--- config.mk ---
export PLATFORM = sky130hd
export DESIGN_NAME = meas_sweep_ctrl
export DESIGN_NICKNAME = d
export VERILOG_FILES = /design/src/rtl/meas_sweep_pkg.sv /design/src/rtl/meas_sync_edge.sv /design/src/rtl/meas_sweep_ctrl.sv
export SDC_FILE = /design/constraint.sdc
export NUM_CORES = 1
export LEC_CHECK = 0
export CORE_ASPECT_RATIO = 0.7
export CORE_MARGIN = 3
export CORE_UTILIZATION = 60
export CTS_CLUSTER_DIAMETER = 40
export CTS_CLUSTER_SIZE = 8
export DETAILED_ROUTE_END_ITERATION = 8
export PLACE_DENSITY = 0.89
export SYNTH_ARGS = -nofsm -noshare
export SYNTH_HDL_FRONTEND = slang
export SYNTH_SLANG_ARGS = --single-unit
--- constraint.sdc ---
create_clock -name clk -period 4.5 [get_ports clk]
set_input_delay 0.675 -clock clk [delete_from_list [all_inputs] [get_ports clk]]
set_output_delay 0.675 -clock clk [all_outputs]
set_load 0.01 [all_outputs]
--- src/rtl/meas_sweep_pkg.sv ---
// Shared types for the measurement sweep sequencer: FSM state encoding and
// the width helper used for point index / timeout count / blank-timeout counter.
package meas_sweep_pkg;

    typedef enum logic [2:0] {
        IDLE,
        APPLY,
        BLANK,
        WAIT_SS,
        STROBE,
        NEXT,
        DONE
    } meas_sweep_state_t;

    // Bits needed to hold values 0..n (never less than one bit).
    function automatic int cnt_width(input int n);
        return (n < 1) ? 1 : $clog2(n + 1);
    endfunction

endpackage

--- src/rtl/meas_sync_edge.sv ---
// Multi-flop synchronizer for an asynchronous level input, followed by a
// single-cycle rising-edge detect on the synchronized level.
module meas_sync_edge #(
    parameter int STAGES = 2
) (
    input  logic clk,
    input  logic rstn,
    input  logic async_in,
    output logic rise
);

    logic [STAGES-1:0] sync_q;
    logic              prev_q;

    always_ff @(posedge clk or negedge rstn) begin
        if (!rstn) begin
            sync_q <= '0;
            prev_q <= 1'b0;
        end else begin
            sync_q[0] <= async_in;
            for (int i = 1; i < STAGES; i++) sync_q[i] <= sync_q[i-1];
            prev_q <= sync_q[STAGES-1];
        end
    end

    assign rise = sync_q[STAGES-1] & ~prev_q;

endmodule

--- src/rtl/meas_sweep_ctrl.sv ---
// Steady-state measurement sweep sequencer: steps a stimulus code over NUM_PTS
// points, blanks/arms the detector per point, strobes on detect, counts timeouts.
module meas_sweep_ctrl
    import meas_sweep_pkg::*;
#(
    parameter int NUM_PTS     = 8,
    parameter int CODE_W      = 8,
    parameter int CODE_START  = 0,
    parameter int CODE_STEP   = 1,
    parameter int BLANK_CYC   = 4,
    parameter int TIMEOUT_CYC = 1024,
    parameter int SYNC_STAGES = 2
) (
    input  logic                            clk,
    input  logic                            rstn,
    input  logic                            start,
    input  logic                            abort,
    input  logic                            ss_detect,
    output logic [CODE_W-1:0]               code_out,
    output logic                            arm,
    output logic                            strobe_req,
    output logic [cnt_width(NUM_PTS)-1:0]   point_idx,
    output logic                            busy,
    output logic                            done,
    output logic                            to_flag,
    output logic [cnt_width(NUM_PTS)-1:0]   to_cnt
);

    localparam int IDX_W   = cnt_width(NUM_PTS);
    localparam int CNT_MAX = (BLANK_CYC > TIMEOUT_CYC) ? BLANK_CYC : TIMEOUT_CYC;
    localparam int CNT_W   = cnt_width(CNT_MAX);

    meas_sweep_state_t state, next_state;

    logic [CNT_W-1:0]  cnt;
    logic [CODE_W-1:0] code_acc;
    logic              det_rise;
    logic              blank_end;
    logic              to_hit;
    logic              last_pt;
    logic              abort_now;

    meas_sync_edge #(
        .STAGES (SYNC_STAGES)
    ) u_sync (
        .clk      (clk),
        .rstn     (rstn),
        .async_in (ss_detect),
        .rise     (det_rise)
    );

    assign blank_end = (cnt == '0);
    assign to_hit    = (cnt == CNT_W'(TIMEOUT_CYC - 1));
    assign last_pt   = (point_idx == IDX_W'(NUM_PTS - 1));
    assign abort_now = abort && (state != IDLE);

    always_ff @(posedge clk or negedge rstn) begin
        if (!rstn) state <= IDLE;
        else       state <= next_state;
    end

    always_comb begin
        next_state = state;
        arm        = 1'b0;
        strobe_req = 1'b0;
        busy       = 1'b1;
        done       = 1'b0;
        case (state)
            IDLE: begin
                busy = 1'b0;
                if (start && !abort) next_state = APPLY;
            end
            APPLY:   next_state = BLANK;
            BLANK:   if (blank_end) next_state = WAIT_SS;
            WAIT_SS: begin
                arm = 1'b1;
                // A detect on the final timeout cycle still counts as a detect.
                if (det_rise)    next_state = STROBE;
                else if (to_hit) next_state = NEXT;
            end
            STROBE: begin
                arm        = 1'b1;
                strobe_req = 1'b1;
                next_state = NEXT;
            end
            NEXT:    next_state = last_pt ? DONE : APPLY;
            DONE: begin
                done       = 1'b1;
                next_state = IDLE;
            end
            default: next_state = IDLE;
        endcase
        if (abort_now) next_state = IDLE;
    end

    // Datapath freezes on abort so the point/timeout status can be inspected.
    always_ff @(posedge clk or negedge rstn) begin
        if (!rstn) begin
            cnt       <= '0;
            code_acc  <= CODE_W'(CODE_START);
            code_out  <= CODE_W'(CODE_START);
            point_idx <= '0;
            to_flag   <= 1'b0;
            to_cnt    <= '0;
        end else if (!abort_now) begin
            case (state)
                IDLE: begin
                    if (start && !abort) begin
                        point_idx <= '0;
                        to_flag   <= 1'b0;
                        to_cnt    <= '0;
                        code_acc  <= CODE_W'(CODE_START);
                    end
                end
                APPLY: begin
                    code_out <= code_acc;
                    cnt      <= CNT_W'(BLANK_CYC - 1);
                end
                // Counter parks at zero on BLANK exit, so WAIT_SS times from 0.
                BLANK: begin
                    if (!blank_end) cnt <= cnt - 1'b1;
                end
                WAIT_SS: begin
                    if (!det_rise) begin
                        if (to_hit) begin
                            to_flag <= 1'b1;
                            to_cnt  <= to_cnt + IDX_W'(1);
                            cnt     <= '0;
                        end else begin
                            cnt <= cnt + 1'b1;
                        end
                    end
                end
                NEXT: begin
                    if (!last_pt) begin
                        point_idx <= point_idx + IDX_W'(1);
                        code_acc  <= code_acc + CODE_W'(CODE_STEP);
                    end
                end
                default: ;
            endcase
        end
    end

endmodule
# Word level (Yosys, flattened, before mapping)
# Index checks and enable logic that the tools add are counted.
# Widths: inputs -> output; s select.
# word_totals
word_cells	76
register_bits	42
# op_classes
add_sub_neg	5
mux	28
n_eq_ne	16
bitwise	3
reduce_logical	15
# op_table
cell	n
$mux 11	3
$pmux 11 s3	1
$mux 3	6
$pmux 3 s6	1
$mux 4	4
$mux 8	2
$pmux 4 s2	2
$pmux 8 s2	1
$add 11x1->11 const B	1
$eq 11x10->1 const B	1
$logic_not 11->1	1
$sub 11x1->11 const B	1
$ne 2x2->1 const B	5
$eq 3x3->1 const B	3
$add 4x1->4 const B	2
$add 8x1->8 const B	1
$reduce_and 4->1	2
$mux 1	7
$eq 3x2->1 const B	2
$ne 3x3->1 const B	2
$reduce_bool 3->1	2
$reduce_and 5->1	1
$eq 4x3->1 const B	1
$ne 4x4->1 const B	1
other kinds (11)	14

# Depth between registers and ports, before layout
# Gate-level depths: netlist of run 1.
# depth
depth_word	5
depth_mapped	7
depth_no_buf	7

# Modules after synthesis
# From an unflattened synthesis of run 1, not the netlist that was laid out.
# hier_totals
cells_unflattened	256
hier_area_um2	2487.4
# modules_own_cells
module	area_each_um2	n_inst	cells_each
meas_sweep_ctrl	2398.6	1	252
meas_sync_edge	88.8	1	4

# Worst setup path before layout of run 1
# No wires, ideal clock.
# synth_path
path_kind	reg-to-reg
startpoint	register cnt[0]
endpoint	register cnt[6]
period_less_slack_ns	2.039
arrival_ns	1.911
path_buffers	0
slack_ns	2.461
path_stages_with_launch	8
t_required_ns	4.372
path_cell_list	dfrtp_1 > inv_1 > ha_1 > or3b_1 > or3_4 > o221a_2 > o21ai_0 > o31ai_1
# synth_via
elab_chain_len	4
elab_cells_between_ends	10
cone_classes	add/sub (2); eq/ne (2); mux (4); reduce/logical (2)
# synth_lines
item	line	text
start, declared	meas_sweep_ctrl.sv:35	logic [CNT_W-1:0] cnt;
start signal, assigned	meas_sweep_ctrl.sv:117	cnt <= CNT_W'(BLANK_CYC - 1);
start signal, assigned	meas_sweep_ctrl.sv:121	if (!blank_end) cnt <= cnt - 1'b1;
start signal, assigned	meas_sweep_ctrl.sv:130	cnt <= cnt + 1'b1;
$add 11x1->11 or $eq 11x10->1 (tied branches)	meas_sweep_ctrl.sv:130, meas_sweep_ctrl.sv:53	
$mux 11	meas_sweep_ctrl.sv:125	if (to_hit) begin
$mux 11	meas_sweep_ctrl.sv:124	if (!det_rise) begin
$pmux 11 s3	meas_sweep_ctrl.sv:106	case (state)
# Several ways; a longest one is shown, not always the timed one. The select of a mux whose other input is x is not followed.
# A chain may end at the register's enable or synchronous reset.

# Final worst setup path of run 1
# layout_path
startpoint	register state[0]
endpoint	output port arm
# layout_via
elab_chain_len	3
elab_cells_between_ends	4
cone_classes	eq/ne (2); mux (1); reduce/logical (1)
# layout_lines
item	line	text
start, declared	meas_sweep_ctrl.sv:33	meas_sweep_state_t state, next_state;
start signal, assigned	meas_sweep_ctrl.sv:59	else state <= next_state;
$eq 3x2->1 or $eq 3x3->1 (tied branches)	meas_sweep_ctrl.sv:68	case (state)
$reduce_or 2->1 (no line) *	n/a	
$mux 1 *	meas_sweep_ctrl.sv:68	
end, declared	meas_sweep_ctrl.sv:20	output logic arm,
# Mark *: on every way between the ends. The rest lies on a longest branch, timed or not.

==> out/results.tsv, run 1 <==
metric	value	unit
Psw	390	µW
layout cells sized above 1	12.8	%
CTS buffer count	5	
fin util	75.7	%
Reg power frac	42.7	%
EDFF count, synth	0	
fin area	2810	µm²
mapped cell area	2450	µm²
R2R setup slack	2.12	ns
met2 routed WL	2390	µm
metal3 WL	514	µm
Combinational Power Share	29.8	%
Period Utilization, post-route	67.1	%
# diodes	0	
maximum vdd drop	0.226	mV
Slew Viols, Final	0	
synth warn	0	
placed instance area	2700	µm²
Max FO, Critical Path	23	
GR Util All Layers	25.4	%
most frequent cells in the layout	42 x dfrtp_1, 25 x nor2_1, 24 x clkdlybuf4s50_1, 18 x nand2_1, 15 x o21ai_0	
power per cell area	391	nW/µm²
Post-Synth Simple-Gate Area	23.1	%
via count	2075	
initial antenna violation count	0	
Sink Count	42	
Hold Crit Depth	0	
WS Path Type	flip-flop to output port	
status	completed	
Worst Hold Class	flip-flop to flip-flop	
synth unique cells	58	
sink of the worst hold path	u_sync.sync_q[1]	
RR Endpoint	cnt[7]	
Compound-Gate Fraction of Synth Area	19.4	%
hpwl dp	4070	µm
critical path endpoint category	output port	
IO buf count	25	
Seq/Total Area, Yosys	42.9	%
main combinational cell family by area after synthesis	simple AND/OR/NAND/NOR gates	
H-tree depth	2	
startpoint types	flip-flop	
CTS Root Cell	clkbuf_8	
overall die area	4900	µm²
first-pass GRT wire length	9400	µm
clock latency on the worst-skew pair	0.30	ns
GR Overflow Total	0	
Synth-to-Final Area Change	14.9	%
I/O Pins	26	
GPL Wtd Cong	0.990	
drt drc	0	
Filler Cell Count	272	
initial core utilization	65.9	%
f_max	0.331	GHz
Worst R2R Path Depth	5	
top-area cell type share of the netlist area	42.9	%
final total power	1.10	mW
most common cell after layout, fill and taps aside	dfrtp_1	
CORE AREA	3720	µm²
Post-synth top flop	dfrtp_1	
DRT iter0 DRCs	220	
Final ANT Viol Nets	0	
leakage power	1.19	nW
dpl ws	1.68	ns
metal1 wirelength	2710	µm
post-synthesis xor/xnor area fraction	3.58	%
area share of fa/ha/maj cells after synthesis	3.06	%
first drt pass iteration count	5	
Final Hold Vio Count	0	
RSZ-0062 raised after global routing	no	
Die Width	82.4	µm
Max-Cap Viols	0	
wire per inst	17.6	µm
max layer used	met4	
asr flop ratio synth	100	%
mux cell area share after synthesis	4.55	%
nets	284	
vias per inst	6.42	
syn_nets	262	
Worst Path Arrival	2.35	ns
post-CTS resize count	0	
worst-margin pin slew	0.912	ns
CTS tree	done	
synthesized flop and latch total	42	
Max-slew headroom	39.2	%
Post-CTS Setup Bufs	0	
FF-to-FF Start	state[0]	
Die Y	59.5	µm
largest cells by area after synthesis	dfrtp_1 43%, mux2_2 4.1%, nor2_1 3.8%, xnor2_1 3.2%, ha_1 3.1%	
largest net degree at the start of global routing	43	
final clock skew	0.00525	ns
Setup WS post-layout	1.48	ns
WP data required	3.83	ns
Reg clk slew, reported paths	0.08	ns
Hold Buf Count CTS	0	
Cells after Synth	251	
Final min period	3.02	ns
switching fraction of total power	35.4	%
Final setup viols	0	
vias in the first global route	1875	
min-delay src	u_sync.sync_q[0]	
Clock Power Share	27.5	%
P_int	711	µW
Clock Tree Buf Depth	2	
final WL	5680	µm
leading area contributor after synthesis	dfrtp_1	
Avg Cell Area, Syn	9.76	µm²
num rows	18	
final setup TNS	0	ns
cells in the mapped netlist, types with 2 or more instances:
library cell	number
a31oi_1	6
and4_1	2
nor2_1	25
and2_1	2
nand3_1	12
buf_6	2
nand3b_1	3
xnor2_1	9
a221oi_1	3
nor3_1	6
clkbuf_1	3
o21ai_2	2
nand2b_1	3
nand2_1	18
dfrtp_1	42
nor4_1	3
o21ai_1	2
o31ai_1	6
inv_1	7
o21ai_0	15
a21oi_1	10
a211o_1	2
or4_4	3
nand4_1	4
a22o_1	2
nor3b_1	6
buf_2	3
mux2_2	9
a2bb2oi_2	2
buf_1	2
and3_1	4
ha_1	6
o22a_1	2
worst max path at each step:
stage,from,endpoint,cells past startpoint
finish,state[0],arm,3
global route,state[0],arm,3
floorplan,cnt[0],cnt[6],7
CTS,state[0],arm,3
detailed placement,abort,code_out[2],5
global placement,abort,code_out[4],5
power groups by stage:
stage          logic [mW]  clock network, mW  registers, mW
2_1_floorplan       0.264                  0          0.433
3_3_place_gp        0.312                  0          0.472
3_5_place_dp        0.320                  0          0.474
4_1_cts             0.322              0.310          0.466
5_1_grt             0.351              0.326          0.477
6_report            0.328              0.302          0.470
through the flow:
stage,hold WS [ns],cells
floorplan,0.331,251
global placement,0.332,316
detailed placement,0.345,316
CTS,0.362,323
global route,0.371,323
finish,0.358,323
sequential cells by signal, indices dropped and copies added, names as in the netlist:
name	count
code_out	8
to_flag	1
cnt	11
state	3
u_sync.sync_q	2
to_cnt	4
code_acc	8
u_sync.prev_q	1
point_idx	4
kinds of logic (layout without fill, tap and decap cells):
group	after synthesis	count (layout)
flops	42	42
simple gates	101	101
compound gates	65	65
buf+inv	17	39
mux	10	10
xor+xnor	10	10
fa+ha+maj	6	6
layout make-up:
type	count	area (µm²)	area share, %
clock buffer	6	82.6	2.93
timing repair buffer	25	245	8.71
multi-input combinational	192	1320	46.8
inverter	7	26.3	0.934
clock inverter	1	30.0	1.07
tap	50	62.6	2.22
sequential	42	1050	37.3
layer usage:
metal | vias to the layer above | GRT usage [%]
met3 | 8 | 5.17
met2 | 115 | 34.2
met5 | - | 0
met1 | 983 | 40.4
li1 | 969 | -
met4 | 0 | 7.35
critical path, cell delays in order (launching register included):
cell and delay (ns):
dfrtp_1 0.81, nand3b_1 0.45, o21ai_0 0.21, clkdlybuf4s50_1 0.57
(Power assumes the default switching activity.)
==> inputs of run 2 (changes only) <==
--- a/config.mk
+++ b/config.mk
@@ -7,11 +7,11 @@
 export LEC_CHECK = 0
 export CORE_ASPECT_RATIO = 0.7
 export CORE_MARGIN = 3
-export CORE_UTILIZATION = 60
+export CORE_UTILIZATION = 56
 export CTS_CLUSTER_DIAMETER = 40
 export CTS_CLUSTER_SIZE = 8
 export DETAILED_ROUTE_END_ITERATION = 8
-export PLACE_DENSITY = 0.89
+export PLACE_DENSITY = 0.84
 export SYNTH_ARGS = -nofsm -noshare
 export SYNTH_HDL_FRONTEND = slang
 export SYNTH_SLANG_ARGS = --single-unit
==> constraint.sdc (replaced) <==
create_clock -name clk -period 3 [get_ports clk]
set_input_delay 0.45 -clock clk [delete_from_list [all_inputs] [get_ports clk]]
set_output_delay 0.45 -clock clk [all_outputs]
set_load 0.01 [all_outputs]
==> out/results.tsv, run 2 (synthesis gave the netlist of run 1 again) <==
metric	value	unit	change
most frequent cells in the layout	42 x dfrtp_1, 25 x nor2_1, 24 x clkdlybuf4s50_1, 18 x nand2_1, 15 x o21ai_0		unchanged
CP max stage delay	0.70	ns	was 0.81 ns
maximum vdd drop	0.397	mV	was 0.226 mV
Hold Slack	0.294	ns	was 0.358 ns
P_int	965	µW	was 711 µW
post-CTS resize count	0		unchanged
worst-margin pin slew	0.947	ns	was 0.912 ns
GR Overflow Total	0		unchanged
Psw	597	µW	was 390 µW
post-route insts no fill	327		was 323
CORE AREA	4070	µm²	was 3720 µm²
Period Utilization, post-route	85.7	%	
power per cell area	559	nW/µm²	was 391 nW/µm²
I/O Pins	26		unchanged
number of flip-flops in the largest register	11		unchanged
most common cell after layout, fill and taps aside	dfrtp_1		unchanged
switching fraction of total power	38.2	%	was 35.4%
RR Endpoint	cnt[6]		was cnt[7]
WP data required	2.55	ns	was 3.83 ns
area of the multi-input gates	1320	µm²	unchanged
Reg power frac	44.6	%	was 42.7%
DRT iter0 DRCs	154		was 220
# diodes	0		unchanged
Max FO, Critical Path	17		was 23
critical path endpoint category	output port		unchanged
Worst Path Arrival	2.12	ns	was 2.35 ns
final clock skew	0.00934	ns	was 0.00525 ns
final setup TNS	0	ns	unchanged
f_max	0.389	GHz	
wire per inst	18.0	µm	was 17.6 µm
WS Path Type	flip-flop to output port		unchanged
crit path cell chain	nand3b_1 -> o21ai_0 -> clkdlybuf4s50_1		unchanged
Top Registers	cnt: 11 flops, code_acc: 8 flops, code_out: 8 flops		unchanged
Sink Count	42		unchanged
Final min period	2.57	ns	
IO buf count	25		unchanged
FF+latch area	1050	µm²	unchanged
Die Y	61.3	µm	was 59.5 µm
Final setup viols	0		unchanged
leakage power	1.18	nW	was 1.19 nW
Clock Tree Buf Depth	2		unchanged
Synth-to-Final Area Change	14.2	%	was 14.9%
GPL Wtd Cong	1.02		was 0.990
Worst R2R Path Depth	7		was 5
Filler Cell Count	312		was 272
Hold Buf Count CTS	0		unchanged
dpl ws	0.674	ns	was 1.68 ns
final WL	5880	µm	was 5680 µm
GR Util All Layers	24.5	%	was 25.4%
placed cell count	320		was 316
Final Hold Vio Count	0		unchanged
Slew Viols, Final	0		unchanged
FF-to-FF Start	cnt[0]		was state[0]
nets	286		was 284
H-tree depth	2		unchanged
largest net degree at the start of global routing	43		unchanged
Reg clk slew, reported paths	0.08	ns	about the same
via count	2095		was 2075
overall die area	5220	µm²	was 4900 µm²
Final ANT Viol Nets	0		unchanged
Worst Hold Class	primary input to async pin		was flip-flop to flip-flop
Combinational Power Share	33.0	%	was 29.8%
initial core utilization	60.3	%	was 65.9%
Setup WS post-layout	0.429	ns	was 1.48 ns
Max-Cap Viols	0		unchanged
status	completed		unchanged
vias per inst	6.41		was 6.42
layout cells sized above 1	13.5	%	was 12.8%
R2R setup slack	0.71	ns	was 2.12 ns
Post-CTS Setup Bufs	0		unchanged
CTS Root Cell	clkbuf_8		unchanged
RSZ-0062 raised after global routing	no		unchanged
Max-slew headroom	36.8	%	was 39.2%
num rows	19		was 18
first drt pass iteration count	5		unchanged
Clock Power Share	22.4	%	was 27.5%
Largest Register	cnt		unchanged
first-pass GRT wire length	9730	µm	was 9400 µm
CTS buffer count	5		unchanged
startpoint types	flip-flop		unchanged
drt drc	0		unchanged
vias in the first global route	1947		was 1875
initial antenna violation count	0		unchanged
Die Width	85.1	µm	was 82.4 µm
clock latency on the worst-skew pair	0.30	ns	about the same
hpwl dp	4050	µm	was 4070 µm
CP max stage cell	dfrtp_1		unchanged
CTS tree	done		unchanged
## run 2: final cells by class
cell class	count	share of cell area, %
repair buffers	27	9.30
flip-flops and latches	42	37.6
clock inverters	2	0.358
multi-input cells	192	47.0
clock buffers	5	2.46
inverters	7	0.939
well taps	52	2.33
## run 2: through the flow
step | area [µm²] | utilization (%) | total power, mW
after floorplan | 2450 | - | 1.05
after global placement | 2720 | 66.9 | 1.19
after detailed placement | 2720 | 66.9 | 1.20
after CTS | 2800 | 68.8 | 1.56
after global routing | 2800 | 68.8 | 1.66
final | 2800 | 68.8 | 1.56
## run 2: worst max path at each step
| stage | startpoint | to | cells past startpoint |
|---|---|---|---|
| after floorplan | cnt[0] | cnt[6] | 7 |
| after global placement | abort | code_out[2] | 5 |
| after detailed placement | abort | code_out[4] | 5 |
| after CTS | state[0] | arm | 3 |
| after global routing | state[0] | arm | 3 |
| final | state[0] | arm | 3 |
## run 2: routing by layer
| metal | GRT usage [%] | up-vias | share of wire, % |
|---|---|---|---|
| li1 | - | 980 | - |
| met1 | 34.6 | 990 | 46 |
| met2 | 35.7 | 117 | 43 |
| met3 | 7.22 | 8 | 9.8 |
| met4 | 9.48 | 0 | 1.4 |
| met5 | 0 | - | 0 |
## run 2: worst max-delay path: cells and delay by family, from the launching register on
family                 cells  cell delay, ns
buffers and inverters      1            0.56
DFF                        1            0.70
AOI/OAI and AO/OA          1            0.18
and+or+nand+nor            1            0.37
## run 2: power by group through the flow
stage          registers (mW)  clock network [mW]  logic, mW
3_5_place_dp            0.702                   0      0.499
3_3_place_gp            0.699                   0      0.488
5_1_grt                 0.708               0.387      0.562
2_1_floorplan           0.649                   0      0.396
4_1_cts                 0.693               0.359      0.510
6_report                0.697               0.350      0.516
